$ cat src/rtl/sar_pkg.sv
// Shared types and default sizing for the successive-approximation sequencer.
package sar_pkg;

    localparam int NBITS         = 6;
    localparam int SAMPLE_CYCLES = 4;
    localparam int SETTLE_CYCLES = 2;

    typedef enum logic [2:0] {
        ST_IDLE,
        ST_SAMPLE,
        ST_SETTLE,
        ST_DECIDE,
        ST_STROBE,
        ST_HOLD
    } sar_state_t;

    // The timer must be able to hold max(SAMPLE_CYCLES, SETTLE_CYCLES) - 1.
    function automatic int timer_width(input int a, input int b);
        int m;
        m = (a > b) ? a : b;
        return (m <= 2) ? 1 : $clog2(m);
    endfunction

    localparam int TIMER_W = timer_width(SAMPLE_CYCLES, SETTLE_CYCLES);

endpackage

$ cat src/rtl/sar_seq_if.sv
// Conversion request, comparator/DAC and result handshake signals of the sequencer.
interface sar_seq_if #(
    parameter int NBITS = sar_pkg::NBITS
);
    logic             start;
    logic             cmp;
    logic             sample;
    logic [NBITS-1:0] trial;
    logic             rs;
    logic             busy;
    logic [NBITS-1:0] dout;
    logic             dout_valid;
    logic             dout_ready;

    modport slave (
        input  start, cmp, dout_ready,
        output sample, trial, rs, busy, dout, dout_valid
    );

    modport master (
        output start, cmp, dout_ready,
        input  sample, trial, rs, busy, dout, dout_valid
    );
endinterface

$ cat src/rtl/sar_timer.sv
// Loadable saturating down-counter, shared by the sample and settle phases.
module sar_timer #(
    parameter int W = 2
) (
    input  logic         clk,
    input  logic         rst,
    input  logic         load,
    input  logic [W-1:0] load_val,
    output logic [W-1:0] value,
    output logic         zero
);

    logic [W-1:0] value_q;
    logic [W-1:0] value_d;

    always_comb begin
        value_d = value_q;
        if (load) begin
            value_d = load_val;
        end else if (value_q != '0) begin
            value_d = value_q - W'(1);
        end
    end

    always_ff @(posedge clk or negedge rst) begin
        if (!rst) begin
            value_q <= '0;
        end else begin
            value_q <= value_d;
        end
    end

    assign value = value_q;
    assign zero  = (value_q == '0);

endmodule

$ cat src/rtl/sar_seq.sv
// Successive-approximation conversion sequencer: sample phase, MSB-first bit
// trials against the comparator, result strobe and valid/ready output stage.
module sar_seq
    import sar_pkg::*;
#(
    parameter int NBITS         = sar_pkg::NBITS,
    parameter int SAMPLE_CYCLES = sar_pkg::SAMPLE_CYCLES,
    parameter int SETTLE_CYCLES = sar_pkg::SETTLE_CYCLES
) (
    input  logic      clk,
    input  logic      rst,
    sar_seq_if.slave  bus
);

    localparam int TW    = timer_width(SAMPLE_CYCLES, SETTLE_CYCLES);
    localparam int IDX_W = (NBITS > 1) ? $clog2(NBITS) : 1;

    localparam logic [TW-1:0]    SAMPLE_LOAD = TW'(SAMPLE_CYCLES - 1);
    localparam logic [TW-1:0]    SETTLE_LOAD = TW'(SETTLE_CYCLES - 1);
    localparam logic [IDX_W-1:0] IDX_TOP     = IDX_W'(NBITS - 1);

    sar_state_t       state_q, state_d;
    logic [NBITS-1:0] trial_q, trial_d;
    logic [IDX_W-1:0] idx_q, idx_d;
    logic [NBITS-1:0] dout_q, dout_d;
    logic             sample_q, rs_q, busy_q, dout_valid_q;

    logic             tmr_load;
    logic [TW-1:0]    tmr_load_val;
    logic [TW-1:0]    tmr_value;
    logic             tmr_zero;
    logic             unused_tmr;

    sar_timer #(.W(TW)) u_timer (
        .clk      (clk),
        .rst      (rst),
        .load     (tmr_load),
        .load_val (tmr_load_val),
        .value    (tmr_value),
        .zero     (tmr_zero)
    );

    assign unused_tmr = ^tmr_value;

    always_comb begin
        state_d      = state_q;
        trial_d      = trial_q;
        idx_d        = idx_q;
        dout_d       = dout_q;
        tmr_load     = 1'b0;
        tmr_load_val = SAMPLE_LOAD;

        case (state_q)
            ST_IDLE: begin
                if (bus.start) begin
                    state_d  = ST_SAMPLE;
                    tmr_load = 1'b1;
                    trial_d  = '0;
                end
            end
            ST_SAMPLE: begin
                if (tmr_zero) begin
                    state_d             = ST_SETTLE;
                    idx_d               = IDX_TOP;
                    trial_d             = '0;
                    trial_d[NBITS-1]    = 1'b1;
                    tmr_load            = 1'b1;
                    tmr_load_val        = SETTLE_LOAD;
                end
            end
            ST_SETTLE: begin
                if (tmr_zero) begin
                    state_d = ST_DECIDE;
                end
            end
            ST_DECIDE: begin
                if (!bus.cmp) begin
                    trial_d[idx_q] = 1'b0;
                end
                if (idx_q == '0) begin
                    state_d = ST_STROBE;
                    // Result lands in dout on the same edge that raises rs.
                    dout_d  = trial_d;
                end else begin
                    state_d                     = ST_SETTLE;
                    idx_d                       = idx_q - IDX_W'(1);
                    trial_d[idx_q - IDX_W'(1)]  = 1'b1;
                    tmr_load                    = 1'b1;
                    tmr_load_val                = SETTLE_LOAD;
                end
            end
            ST_STROBE: begin
                state_d = ST_HOLD;
            end
            ST_HOLD: begin
                if (bus.dout_ready) begin
                    if (bus.start) begin
                        state_d  = ST_SAMPLE;
                        tmr_load = 1'b1;
                        trial_d  = '0;
                    end else begin
                        state_d = ST_IDLE;
                    end
                end
            end
            default: begin
                state_d = ST_IDLE;
            end
        endcase

        // The sample phase also clears the quantizer output register.
        if (state_d == ST_SAMPLE) begin
            dout_d = '0;
        end
    end

    always_ff @(posedge clk or negedge rst) begin
        if (!rst) begin
            state_q      <= ST_IDLE;
            trial_q      <= '0;
            idx_q        <= '0;
            dout_q       <= '0;
            sample_q     <= 1'b0;
            rs_q         <= 1'b0;
            busy_q       <= 1'b0;
            dout_valid_q <= 1'b0;
        end else begin
            state_q      <= state_d;
            trial_q      <= trial_d;
            idx_q        <= idx_d;
            dout_q       <= dout_d;
            sample_q     <= (state_d == ST_SAMPLE);
            rs_q         <= (state_d == ST_STROBE);
            busy_q       <= (state_d != ST_IDLE);
            dout_valid_q <= (state_d == ST_HOLD);
        end
    end

    assign bus.sample     = sample_q;
    assign bus.trial      = trial_q;
    assign bus.rs         = rs_q;
    assign bus.busy       = busy_q;
    assign bus.dout       = dout_q;
    assign bus.dout_valid = dout_valid_q;

endmodule

$ cat src/flat_wrapper.sv
// flat-port wrapper written by rule: the top's interface ports become plain ports
module sar_seq_flat import sar_pkg::*;
#(
    parameter int NBITS         = sar_pkg::NBITS,
    parameter int SAMPLE_CYCLES = sar_pkg::SAMPLE_CYCLES,
    parameter int SETTLE_CYCLES = sar_pkg::SETTLE_CYCLES
)
  (clk, rst, bus_start, bus_cmp, bus_dout_ready, bus_sample, bus_trial, bus_rs, bus_busy, bus_dout, bus_dout_valid);
  sar_seq_if #(.NBITS(NBITS)) bus_i ();
  input  logic clk;
  input  logic rst;
  input wire logic [$bits(bus_i.start)-1:0] bus_start;
  input wire logic [$bits(bus_i.cmp)-1:0] bus_cmp;
  input wire logic [$bits(bus_i.dout_ready)-1:0] bus_dout_ready;
  output wire logic [$bits(bus_i.sample)-1:0] bus_sample;
  output wire logic [$bits(bus_i.trial)-1:0] bus_trial;
  output wire logic [$bits(bus_i.rs)-1:0] bus_rs;
  output wire logic [$bits(bus_i.busy)-1:0] bus_busy;
  output wire logic [$bits(bus_i.dout)-1:0] bus_dout;
  output wire logic [$bits(bus_i.dout_valid)-1:0] bus_dout_valid;
  assign bus_i.start = bus_start;
  assign bus_i.cmp = bus_cmp;
  assign bus_i.dout_ready = bus_dout_ready;
  assign bus_sample = bus_i.sample;
  assign bus_trial = bus_i.trial;
  assign bus_rs = bus_i.rs;
  assign bus_busy = bus_i.busy;
  assign bus_dout = bus_i.dout;
  assign bus_dout_valid = bus_i.dout_valid;
  sar_seq #(.NBITS(NBITS), .SAMPLE_CYCLES(SAMPLE_CYCLES), .SETTLE_CYCLES(SETTLE_CYCLES)) u_core (.clk(clk), .rst(rst), .bus(bus_i));
endmodule
$ cat config.mk
export PLATFORM = sky130hd
export DESIGN_NAME = sar_seq_flat
export DESIGN_NICKNAME = d
export VERILOG_FILES = /design/src/rtl/sar_pkg.sv /design/src/rtl/sar_seq_if.sv /design/src/rtl/sar_timer.sv /design/src/rtl/sar_seq.sv /design/src/flat_wrapper.sv
export SDC_FILE = /design/constraint.sdc
export NUM_CORES = 1
export LEC_CHECK = 0
export CORE_ASPECT_RATIO = 0.6
export CORE_MARGIN = 5
export CORE_UTILIZATION = 51
export CTS_CLUSTER_SIZE = 20
export DETAILED_ROUTE_END_ITERATION = 12
export HOLD_SLACK_MARGIN = 0.05
export PLACE_DENSITY = 0.8
export SETUP_SLACK_MARGIN = 0.5
export SYNTH_ARGS = -nofsm -noshare
export SYNTH_HDL_FRONTEND = slang
export SYNTH_HIERARCHICAL = 1
export SYNTH_SLANG_ARGS = --single-unit
export TNS_END_PERCENT = 20
$ cat constraint.sdc
create_clock -name clk -period 2.26 [get_ports clk]
set_input_delay 0.452 -clock clk [delete_from_list [all_inputs] [get_ports clk]]
set_output_delay 0.452 -clock clk [all_outputs]
set_load 0.005 [all_outputs]
Yosys cells after proc, flatten, opt, wreduce, memory -nomap -nowiden
Cells that the tools add are included.
W data, S select, Z words.
Word-level totals
  register bits after elaboration: 24
  input bits: 5
  output and inout bits: 16
  word-level logic and storage cells: 78
Operators by class
  $add $sub $neg: 2
  magnitude comparators: 4
  eq/ne operators: 11
  muxes and demuxes: 34
  bitwise logic cells: 3
  reduce and logical (&&, ||, !) cells: 15
Operator list (number)
  $mux W6: 9
  $pmux W6 S4: 1
  $mux W3: 7
  $pmux W3 S6: 1
  $eq A3 B3 Y1 const B: 4
  $reduce_bool A2 Y1: 5
  $lt A3 B4 Y1 const B: 2
  $mux W2: 4
  $mux W1: 7
  $and A6 B6 Y6: 1
  $demux W1 S3: 2
  $eq A3 B1 Y1 const B: 2
  $eq A3 B2 Y1 const B: 2
  $ge A3 B1 Y1 const B: 2
  $logic_not A3 Y1: 2
  $not A6 Y6: 1
  $or A6 B6 Y6: 1
  $pmux W3 S2: 1
  $reduce_and A3 Y1: 2
  $ne A2 B2 Y1 const B: 2
  $pmux W1 S4: 1
  $pmux W2 S2: 1
  $reduce_bool A4 Y1: 1
  $reduce_bool A3 Y1: 1
  other kinds (6): 7

Longest topological paths before layout
Gate-level depths: netlist of the first run.
  depth in word-level cells: 11
  mapped depth: 8

By module
The synthesis of the first run kept the hierarchy.
Modules (own cells, without submodules)
  sar_seq: times used 1, cells each 108, area an instance 1076.0 sq um, seq. area each 550.5 sq um
  sar_timer: times used 1, cells each 12, area an instance 113.9 sq um, seq. area each 50.0 sq um

Worst setup path after synthesis of the first run
Ideal clock, no wire load.
  path kind: register -> register
  start point: register u_core.idx_q[0]
  end point: register u_core.dout_q[4] (netlist: u_core/bus.dout[4])
  setup time: 0.134 ns
  arrival: 1.694 ns
  setup slack: 0.432 ns
  cell stages (with the launch flop): 9
  path buffers: 1
  period minus slack after synthesis: 1.828 ns
  cells stage by stage: dfrtp_1 -> clkbuf_1 -> inv_1 -> ha_1 -> and2b_1 -> a21o_1 -> a21oi_1 -> nor4_4 -> o21ai_1
RTL lines
  from (decl): RTL line sar_seq.sv:24  | logic [IDX_W-1:0] idx_q, idx_d;
  from (signal assigned): RTL line sar_seq.sv:130  | idx_q <= idx_d;
  $logic_not A3 Y1 (*): RTL line sar_seq.sv:80  | if (idx_q == '0) begin
  $mux W3 (*): RTL line sar_seq.sv:80
  $pmux W3 S6 (*): RTL line sar_seq.sv:53  | case (state_q)
  via u_core.state_d[1]: RTL line sar_seq.sv:22  | sar_state_t state_q, state_d;
  $eq A3 B1 Y1 (*): RTL line sar_seq.sv:112  | if (state_d == ST_SAMPLE) begin
  $reduce_bool A2 Y1 (no source line)
  $reduce_and A2 Y1 (no source line)
  to (signal assigned): RTL line sar_seq.sv:131  | dout_q <= dout_d;
  to (decl): RTL line sar_seq.sv:25  | logic [NBITS-1:0] dout_q, dout_d;
The timed path passes the listed nets; every way through them passes the cells marked *. The select of a mux whose other input is x is not followed.
A chain may end at the register's enable or synchronous reset.

Worst setup path in the final report of the first run
  start point: register u_core.idx_q[0]
  end point: register u_core.dout_q[3] (netlist: u_core/bus.dout[3])
On the way
  longest elaborated chain between the ends: 11
RTL lines
  $lt A3 B4 Y1 (implied by the code) / $ge A3 B1 Y1 (equally long branches): RTL line sar_seq.sv:78  | trial_d[idx_q] = 1'b0;
  $logic_and A1 B1 Y1 (implied by the code): RTL line sar_seq.sv:78
  $mux W1 (implied by the code): RTL line sar_seq.sv:78
  $demux W1 S3
  $not A6 Y6 (no source line)
  $and A6 B6 Y6 (no source line)
  $mux W6: RTL line sar_seq.sv:77  | if (!bus.cmp) begin
  $mux W6: RTL line sar_seq.sv:53
  $mux W6: RTL line sar_seq.sv:80
  $mux W6: RTL line sar_seq.sv:53
  $mux W6: RTL line sar_seq.sv:112
Several ways; a longest one is shown, not always the timed one. The select of a mux whose other input is x is not followed.

==> results of run 1 <==
cell type report:
| class | instances | area, µm² | area share [%] |
|---|---|---|---|
| multi-input cells | 85 | 600.6 | 37.33 |
| well taps | 30 | 37.54 | 2.333 |
| clock inverters | 1 | 30.03 | 1.866 |
| flip-flops and latches | 24 | 603.1 | 37.48 |
| inverters | 7 | 28.78 | 1.788 |
| clock buffers | 3 | 41.29 | 2.566 |
| repair buffers | 28 | 267.8 | 16.64 |
cell families (layout without fill, tap and decap cells):
kind of cell	Yosys count	in the layout	share of synthesized area, %
simple gates	36	36	15.98
xor+xnor	1	1	0.7362
other cells	1	1	0.3152
compound gates	43	43	24.92
mux	1	1	0.8413
buf+inv	11	39	3.574
fa+ha+maj	3	3	3.155
flops	24	24	50.47
path summary, 6_finish.rpt:
check | start | to | slack, ps | depth (start not counted)
max | u_core/idx_q[0] | u_core/bus.dout[3] | 580 | 9
min | u_core/bus.dout[4] | u_core/bus.dout[4] | 520 | 2
max reg2reg | u_core/idx_q[0] | u_core/bus.dout[3] | 580 | 9
min reg2reg | u_core/bus.dout[4] | u_core/bus.dout[4] | 520 | 2
max in group asynchronous | rst | u_core/idx_q[0] | 1470 | 2
min in group asynchronous | rst | u_core/state_q[2] | 530 | 2
power by group:
part           switching [mW]  internal, mW  total [mW]  leakage, nW
registers               0.134         0.564       0.698        0.308
logic                   0.626         0.594        1.22        0.348
clock network           0.140         0.237       0.376       0.0357
total                   0.899          1.40        2.29        0.692
placed cells by master, fill, tap and decap left out, types with 3 or more instances in the layout:
master            n
a22o_1            3
dfrtp_1          22
nand3_1           3
o22ai_1           4
o31ai_1           4
inv_1             4
buf_4             6
clkdlybuf4s50_1  20
clkbuf_8          3
o21ai_0          12
nand2b_1          3
o31a_1            4
nor2_1            3
nand2_1          18
through the flow:
stage / cell area, µm² / util, %
floorplan: 1191 / -
global placement: 1434 / 65.30
detailed placement: 1434 / 65.30
CTS: 1559 / 71.00
global route: 1609 / 73.28
finish: 1609 / 73.28
sequential cells by signal (all words and copies together), names as in the netlist:
signal,count
u_core/bus.dout_valid,1
u_core/bus.sample,1
u_core/bus.busy,1
u_core/bus.rs,1
u_core/bus.dout,6
u_core/u_timer/value,2
u_core/state_q,3
u_core/idx_q,3
u_core/bus.trial,6
layer usage:
layer | vias to the layer above | wire length, µm | global-route usage [%]
li1 | 488 | - | -
met1 | 486 | 1330 | 25.60
met2 | 32 | 1238 | 26.04
met3 | 6 | 195 | 5.660
met4 | 0 | 44 | 5.993
met5 | - | 0 | 0
worst max-delay path, cell delays in order, from the launching register on:
cell	delay [ps]
dfrtp_2	400
inv_4	50
ha_4	160
and2b_2	230
buf_6	130
nand2_4	60
inv_2	50
nor4_4	260
buf_6	160
o22ai_1	70
timing repair:
action | CTS | global route
resized for setup | 5 | 12
setup buffers | 5 | 0
endpoints found under the setup margin | 9 | 11
pin swaps | 1 | 4
==> impl_results.md, run 1 <==
- Status: finished, final reports clean
- Setup ws final: 580.0 ps
- Setup TNS: 0 ps
- Largest net degree at the start of global routing: 25
- Starting Density: 54.19%
- Slew Limit Fails: 0
- Post-synth ARST share: 100.0%
- Vias per cell: 5.685
- Die width: 72.36 µm
- Endpoints failing setup: 0
- Pwr Density: 1426 nW/µm²
- Vias: 1,012
- Synthesized area: 1190 µm²
- Leading area contributor after synthesis: dfrtp_1
- Synth top area share: 50.47%
- Core Area: 2196 µm²
- # rows: 13
- Leakage: 0.6917 nW
- Residual DRC count: 0
- Worst-path clk slew: 90 ps
- DR WL/cell: 15.78 µm
- IO Port Bufs: 20
- Dpl hpwl: 1830 µm
- Setup CP Type: reg -> reg
- Clock root buffer: clkbuf_8
- Nets: 157
- Final worst-path cycle share: 74.34%
- Synth Net Count: 128
- Top cells by count, synth: dfrtp_1 (24), nand2_1 (18), o21ai_0 (12), inv_1 (6), o22ai_1 (5)
- VDD IR-drop max: 0.7345 mV
- Filler Cells Inserted: 159
- Syn Area/Cell: 9.916 µm²
- Clock Tree Buf Depth: 2
- Fmax: 595.2 MHz
- Chip height: 47.42 µm
- CTS buffer count: 3
- RSZ-0062 raised after global routing: false
- CP endpoint kind: flop
- Cts hold-fix bufs: 0
- HP Class: reg -> reg
- Gate Count Post-Synth: 120
- Pre-CTS worst setup slack: 274.8 ps
- Slew headroom: 59.95%
- CTS Sinks: 24
- Clock latency at the later pin of the worst-skew pair: 270 ps
- Total track usage: 17.90%
- CP Data Arrival Time: 1830 ps
- Inst Count DP: 169
- Period minus WS final: 1680 ps
- Fin Hold WS: 523.2 ps
- Clock Skew: 8.781 ps
- Layout area overhead: 35.23%
- Detail Route Antenna Nets: 0
- First-pass GRT wire length: 4526 µm
- Fin. Hold Viols: 0
- Top-count cell post-synth: dfrtp_1
- Post-synth EDFFs: 0
- Finished Layout Cells: 178
- Primary FF master, synth: dfrtp_1
- #FFs+latches synth: 24
- Vias in the first global route: 919
- Full die area: 3431 µm²
- Top cells by area, synth: dfrtp_1 (50%), nand2_1 (5.7%), o21ai_0 (5.0%), ha_1 (3.2%), o31a_1 (2.9%)
- Worst Path Required: 2410 ps
- Total power: 2.294 mW
- Yosys warns: 6
- Post-synthesis sequential area ratio: 50.47%
- Max Cap Viol: 0
- Remaining Overflow, GRT: 0
- Critical path launch point type: flop
- H-tree Lvls: 1
- Crit Path Max Fanout: 7
- GPL Wtd Cong: 0.8539
- Initial antenna violation count: 0
- Worst-margin pin slew: 592.9 ps
- Fraction of final layout cells sized beyond drive strength 1: 18.92%
- Number of library cell types mapped by synthesis: 40
- I/O Pins: 21
- Inserted Diodes: 0
- Final WL: 2809 µm
- First DRT Iteration DRCs: 52
- DRT Pass-1 Iters: 4
- CTS tree: built
Power figures use the tool's default switching activity.
==> inputs of run 2 (changes only) <==
--- a/config.mk
+++ b/config.mk
@@ -7,11 +7,11 @@
 export LEC_CHECK = 0
 export CORE_ASPECT_RATIO = 0.6
 export CORE_MARGIN = 5
-export CORE_UTILIZATION = 51
+export CORE_UTILIZATION = 46
 export CTS_CLUSTER_SIZE = 20
 export DETAILED_ROUTE_END_ITERATION = 12
 export HOLD_SLACK_MARGIN = 0.05
-export PLACE_DENSITY = 0.8
+export PLACE_DENSITY = 0.76
 export SETUP_SLACK_MARGIN = 0.5
 export SYNTH_ARGS = -nofsm -noshare
 export SYNTH_HDL_FRONTEND = slang
==> constraint.sdc (replaced) <==
create_clock -name clk -period 1.4 [get_ports clk]
set_input_delay 0.28 -clock clk [delete_from_list [all_inputs] [get_ports clk]]
set_output_delay 0.28 -clock clk [all_outputs]
set_load 0.005 [all_outputs]
==> run 2 against run 1 <==
Compared with the run above: the flow now finishes with violations (negative setup slack); non-clock buffer count rose by 32; register-to-register slack lost 870 ps; first-iteration DRC count is 7.7% higher; setup slack got worse by 870 ps; total power is 100% higher; count of clock-buffer cells in the layout is the same; sequential power is 53% higher; routed wire length grew 37%; critical path type unchanged; critical endpoint is now u_core/bus.dout[1]; largest cell class is now multi-input gates.
==> impl_results.md, run 2 (synthesized netlist as in run 1, its figures left out) <==
- Status: finished with violations
- Failing checks: negative setup slack
- Worst-path clk slew: 90 ps
- Most common cell after layout, fill and taps aside: buf_4
- Initial antenna violation count: 0
- Chip height: 49.40 µm
- Fin Hold WS: 363.0 ps
- Dpl hpwl: 2504 µm
- RSZ-0062 raised after global routing: true
- Setup TNS: -3460 ps
- Period minus WS final: 1686 ps
- Clock root buffer: clkbuf_8
- Layout area overhead: 59.20%
- Comb pwr share: 63.4%
- Slew Limit Fails: 0
- WP buf/inv: 2
- Fraction of final layout cells sized beyond drive strength 1: 51.67%
- Die width: 75.66 µm
- CP endpoint kind: flop
- DR WL/cell: 18.19 µm
- Fin. Hold Viols: 0
- Final WL: 3856 µm
- R2R depth: 8
- Full die area: 3737 µm²
- Endpoints failing setup: 19
- Crit path largest cell delay: 430 ps
- Crit-path cells: inv_6 -> ha_4 -> and2b_2 -> a21o_1 -> a21oi_4 -> nor4_4 -> buf_6 -> o22ai_2
- Grt peak-use layer: met2
- Max Cap Viol: 0
- CTS buffer count: 3
- Remaining Overflow, GRT: 0
- Clock latency at the later pin of the worst-skew pair: 270 ps
- Clock Tree Buf Depth: 2
- DRT Pass-1 Iters: 4
- H-tree Lvls: 1
- Setup CP Type: reg -> reg
- Multi-input gate area: 709.4 µm²
- Cell Int Power: 2.783 mW
- Cts hold-fix bufs: 0
- Fmax: 593.3 MHz
- FF/Latch Area: 603.1 µm²
- Residual DRC count: 0
- Vias in the first global route: 1,311
- Post-DP Area: 1687 µm²
- Final worst-path cycle share: 120.4%
- Setup ws final: -285.6 ps
- M1 GR Usage: 28.95%
- Vias per cell: 5.670
- Net Sw Frac: 39.67%
- HP Class: in -> async
- Grt met3 use: 5.761%
- # rows: 14
- Detail Route Antenna Nets: 0
- P_sw: 1.830 mW
- CTS tree: built
- Worst Path Required: 1550 ps
- Nets: 189
- RR Endpoint: u_core/bus.dout[1]
- CP delay by family, top: flip-flops
- Vias: 1,202
- Crit-path slowest cell: dfrtp_1
- Reg-to-reg startpoint: u_core/idx_q[0]
- Pwr Density: 2435 nW/µm²
- Critical path launch point type: flop
- GPL Wtd Cong: 0.8670
- Leakage: 0.8898 nW
- Flop pwr share: 23.2%
- R2r setup slk: -290 ps
- CTS Sinks: 24
- Most frequent cells in the layout: buf_4 (36), dfrtp_1 (22), nand2_1 (17)
- Largest net degree at the start of global routing: 25
- I/O Pins: 21
- IO Port Bufs: 20
- VDD IR-drop max: 1.226 mV
- Starting Density: 47.84%
- Core Area: 2487 µm²
- Final Cell Area: 1894 µm²
- Met2 GRT Util: 38.40%
- Total track usage: 23.09%
- First-pass GRT wire length: 6506 µm
- Filler Cells Inserted: 171
- Clock power frac: 13.3%
- First DRT Iteration DRCs: 56
- Inserted Diodes: 0
- Clock Skew: 7.234 ps
- Crit Path Max Fanout: 7
- CP Data Arrival Time: 1840 ps
[run 2: cell types whose count changed in the layout (fill, tap and decap cells not counted), moves of 3 or more]
cell             delta
o21ai_2             +3
buf_2              +15
clkdlybuf4s50_1    -16
o22ai_2             +3
o21ai_1             +6
o22ai_1             -3
o21ai_0             -9
buf_4              +30
[run 2: power groups by stage]
stage	Clock, mW	Sequential [mW]	Combinational, mW
after floorplan	0	1.04	1.26
after global placement	0	1.05	2.22
after detailed placement	0	1.07	2.33
after CTS	0.629	1.06	2.71
after global routing	0.669	1.10	3.12
final	0.615	1.07	2.93
[run 2: layout make-up]
type                    instances  share of cell area, %
inverters                       7                  1.651
well taps                      32                  2.114
flip-flops and latches         24                  31.84
clock inverters                 1                  1.585
repair buffers                 60                  23.18
clock buffers                   3                  2.180
multi-input cells              85                  37.45
[run 2: stage by stage]
| step | util (%) | std cells | power (mW) | setup slack (ps) |
|---|---|---|---|---|
| floorplan | - | 120 | 2.294 | -240.5 |
| global route | 76.16 | 212 | 4.885 | -359.1 |
| global placement | 67.81 | 201 | 3.267 | -287.9 |
| CTS | 74.25 | 211 | 4.401 | -248.9 |
| detailed placement | 67.81 | 201 | 3.394 | -348.8 |
| finish | 76.16 | 212 | 4.613 | -285.6 |
[run 2: how the worst max path moves through the flow]
stage	cells after the start	end	startpoint	slack (ps)
finish	8	u_core/bus.dout[1]	u_core/idx_q[0]	-290
floorplan	8	u_core/bus.dout[0]	u_core/idx_q[0]	-240
CTS	8	u_core/bus.dout[2]	u_core/idx_q[0]	-250
global placement	6	u_core/bus.busy	bus_dout_ready	-290
detailed placement	6	u_core/bus.trial[4]	bus_dout_ready	-350
global route	8	u_core/bus.dout[1]	u_core/idx_q[0]	-360
[run 2: metal layers]
layer | wire [µm] | vias to the layer above | share of wire, %
li1 | - | 560 | -
met2 | 1984 | 54 | 51
met4 | 78 | 0 | 2.0
met5 | 0 | - | 0
met1 | 1533 | 578 | 40
met3 | 259 | 10 | 6.7
[run 2: repair_timing]
action	CTS	global route
pin swaps	11	6
setup endpoints to repair	40	40
buffers inserted	6	1
gates cloned	0	0
gates resized for setup	95	10
[run 2: worst reg2reg max path, cell delays in order, from the launching register on]
cell	delay (ps)
dfrtp_1	430
inv_6	80
ha_4	120
and2b_2	190
a21o_1	170
a21oi_4	80
nor4_4	230
buf_6	180
o22ai_2	80
==> inputs of run 3 (changes only) <==
--- a/config.mk
+++ b/config.mk
@@ -5,6 +5,7 @@
 export SDC_FILE = /design/constraint.sdc
 export NUM_CORES = 1
 export LEC_CHECK = 0
+export ABC_CLOCK_PERIOD_IN_PS = 1400
 export CORE_ASPECT_RATIO = 0.6
 export CORE_MARGIN = 5
 export CORE_UTILIZATION = 46
@@ -12,6 +13,7 @@
 export DETAILED_ROUTE_END_ITERATION = 12
 export HOLD_SLACK_MARGIN = 0.05
 export PLACE_DENSITY = 0.76
+export RECOVER_POWER = 100
 export SETUP_SLACK_MARGIN = 0.5
 export SYNTH_ARGS = -nofsm -noshare
 export SYNTH_HDL_FRONTEND = slang
==> run 3 against run 2 <==
Compared with the run above: global-route usage stayed put; critical endpoint unchanged; first-iteration DRC count is 3.6% lower; largest cell class unchanged; the flow still finishes with violations (negative setup slack); highest routed layer unchanged; register-to-register slack hardly changed.
==> impl_results.md, run 3 (synthesized netlist as in run 1, its figures left out) <==
- Status: finished with violations
- Failing checks: negative setup slack
- Core Area: 2487 µm²
- VDD IR-drop max: 1.226 mV
- M1 GR Usage: 28.95%
- Setup CP Type: reg -> reg
- Filler Cells Inserted: 180
- Nets: 189
- Worst Setup SP: u_core/idx_q[0]
- Leakage: 0.8487 nW
- Setup ws final: -295.0 ps
- Layout area overhead: 57.73%
- IO Port Bufs: 20
- RR Endpoint: u_core/bus.dout[1]
- Vias per cell: 5.731
- Die width: 75.66 µm
- Starting Density: 47.84%
- Final WL: 3859 µm
- Met2 GRT Util: 38.40%
- Total track usage: 23.09%
- Reg-to-reg startpoint: u_core/idx_q[0]
- Fraction of final layout cells sized beyond drive strength 1: 45.56%
- CP endpoint kind: flop
- First-pass GRT wire length: 6506 µm
- Worst-path clk slew: 90 ps
- Clock Tree Buf Depth: 2
- Vias in the first global route: 1,311
- Inserted Diodes: 0
- Clock Skew: 8.785 ps
- HP Class: in -> async
- CTS buffer count: 3
- Slew Limit Fails: 0
- CTS tree: built
- RSZ-0062 raised after global routing: true
- Detail Route Antenna Nets: 0
- Most common cell after layout, fill and taps aside: buf_4
- CP endpoint: u_core/bus.dout[1]
- Clock latency at the later pin of the worst-skew pair: 270 ps
- Most frequent cells in the layout: buf_4 (35), dfrtp_1 (22), nand2_1 (17)
- H-tree Lvls: 1
- Dpl hpwl: 2504 µm
- Grt met3 use: 5.761%
- # rows: 14
- Multi-input gate area: 706.9 µm²
- Fin. Hold Viols: 0
- Pwr Density: 2454 nW/µm²
- Remaining Overflow, GRT: 0
- Vias: 1,215
- CTS Sinks: 24
- Chip height: 49.40 µm
- Endpoints failing setup: 19
- Period minus WS final: 1695 ps
- Full die area: 3737 µm²
- Slew headroom: 58.28%
- R2R depth: 8
- CP Data Arrival Time: 1840 ps
- Final worst-path cycle share: 121.1%
- Worst Path Required: 1550 ps
- Fmax: 590.0 MHz
- Critical path launch point type: flop
- DRT Pass-1 Iters: 4
- DR WL/cell: 18.20 µm
- Crit Path Max Fanout: 7
- Fin Hold WS: 540.1 ps
- Largest net degree at the start of global routing: 25
- GPL Wtd Cong: 0.8670
- R2r setup slk: -290 ps
- Clock root buffer: clkbuf_8
- First DRT Iteration DRCs: 54
- Inst Count DP: 201
- I/O Pins: 21
- Grt peak-use layer: met2
- Worst-margin pin slew: 625.8 ps
- FF/Latch Area: 603.1 µm²
- Residual DRC count: 0
- Finished Layout Cells: 212
- Initial antenna violation count: 0
- Max Cap Viol: 0
==> run 3: what timing repair did <==
item,in CTS,in global routing
pin swaps,11,6
buffers inserted,6,1
resized for setup,95,10
gates cloned,0,0
endpoints found under the setup margin,40,40
hold buffers,0,0
==> run 3: critical path, cell delays in order, from the launching register on <==
cell and delay [ps]:
dfrtp_1 430, inv_6 80, ha_4 120, and2b_2 190, a21o_1 170, a21oi_4 80
nor4_4 240, buf_6 180, o22ai_2 80
==> run 3: layer usage <==
| layer | share of wire, % | wire length [µm] | up-vias |
|---|---|---|---|
| met2 | 52 | 1991 | 51 |
| li1 | - | - | 558 |
| met5 | 0 | 0 | - |
| met4 | 2.1 | 80 | 0 |
| met1 | 40 | 1542 | 596 |
| met3 | 6.3 | 244 | 10 |
==> run 3: report_power, final <==
part | internal, mW | total [mW] | switching (mW)
sequential | 0.905 | 1.07 | 0.167
combinational | 1.48 | 2.92 | 1.44
clock | 0.383 | 0.616 | 0.234
==> run 3: worst min-delay path by stage <==
stage                                    to  slack [ps]  cells after the start
floorplan                   u_core/bus.busy         -20                      0
global placement         u_core/bus.dout[4]         500                      2
detailed placement       u_core/bus.dout[4]         510                      2
CTS                           u_core/bus.rs         380                      2
global route             u_core/bus.dout[4]         570                      2
finish              u_core/u_timer/value[0]         540                      2
==> run 3: metrics by stage <==
| stage | instance area [µm²] | total power, mW | setup TNS (ps) | setup WS (ps) | utilization (%) |
|---|---|---|---|---|---|
| floorplan | 1225 | 2.294 | -1734 | -240.5 | - |
| global placement | 1687 | 3.267 | -3899 | -287.9 | 67.81 |
| detailed placement | 1687 | 3.394 | -4709 | -348.8 | 67.81 |
| CTS | 1847 | 4.401 | -2622 | -248.9 | 74.25 |
| global route | 1877 | 4.866 | -4762 | -359.1 | 75.45 |
| finish | 1877 | 4.606 | -3547 | -295.0 | 75.45 |
==> run 3: cell type report <==
type                    count  area share (%)
multi-input cells          85           37.67
inverters                   7           1.667
clock buffers               3           2.200
clock inverters             1           1.600
flip-flops and latches     24           32.13
well taps                  32           2.133
repair buffers             60           22.60
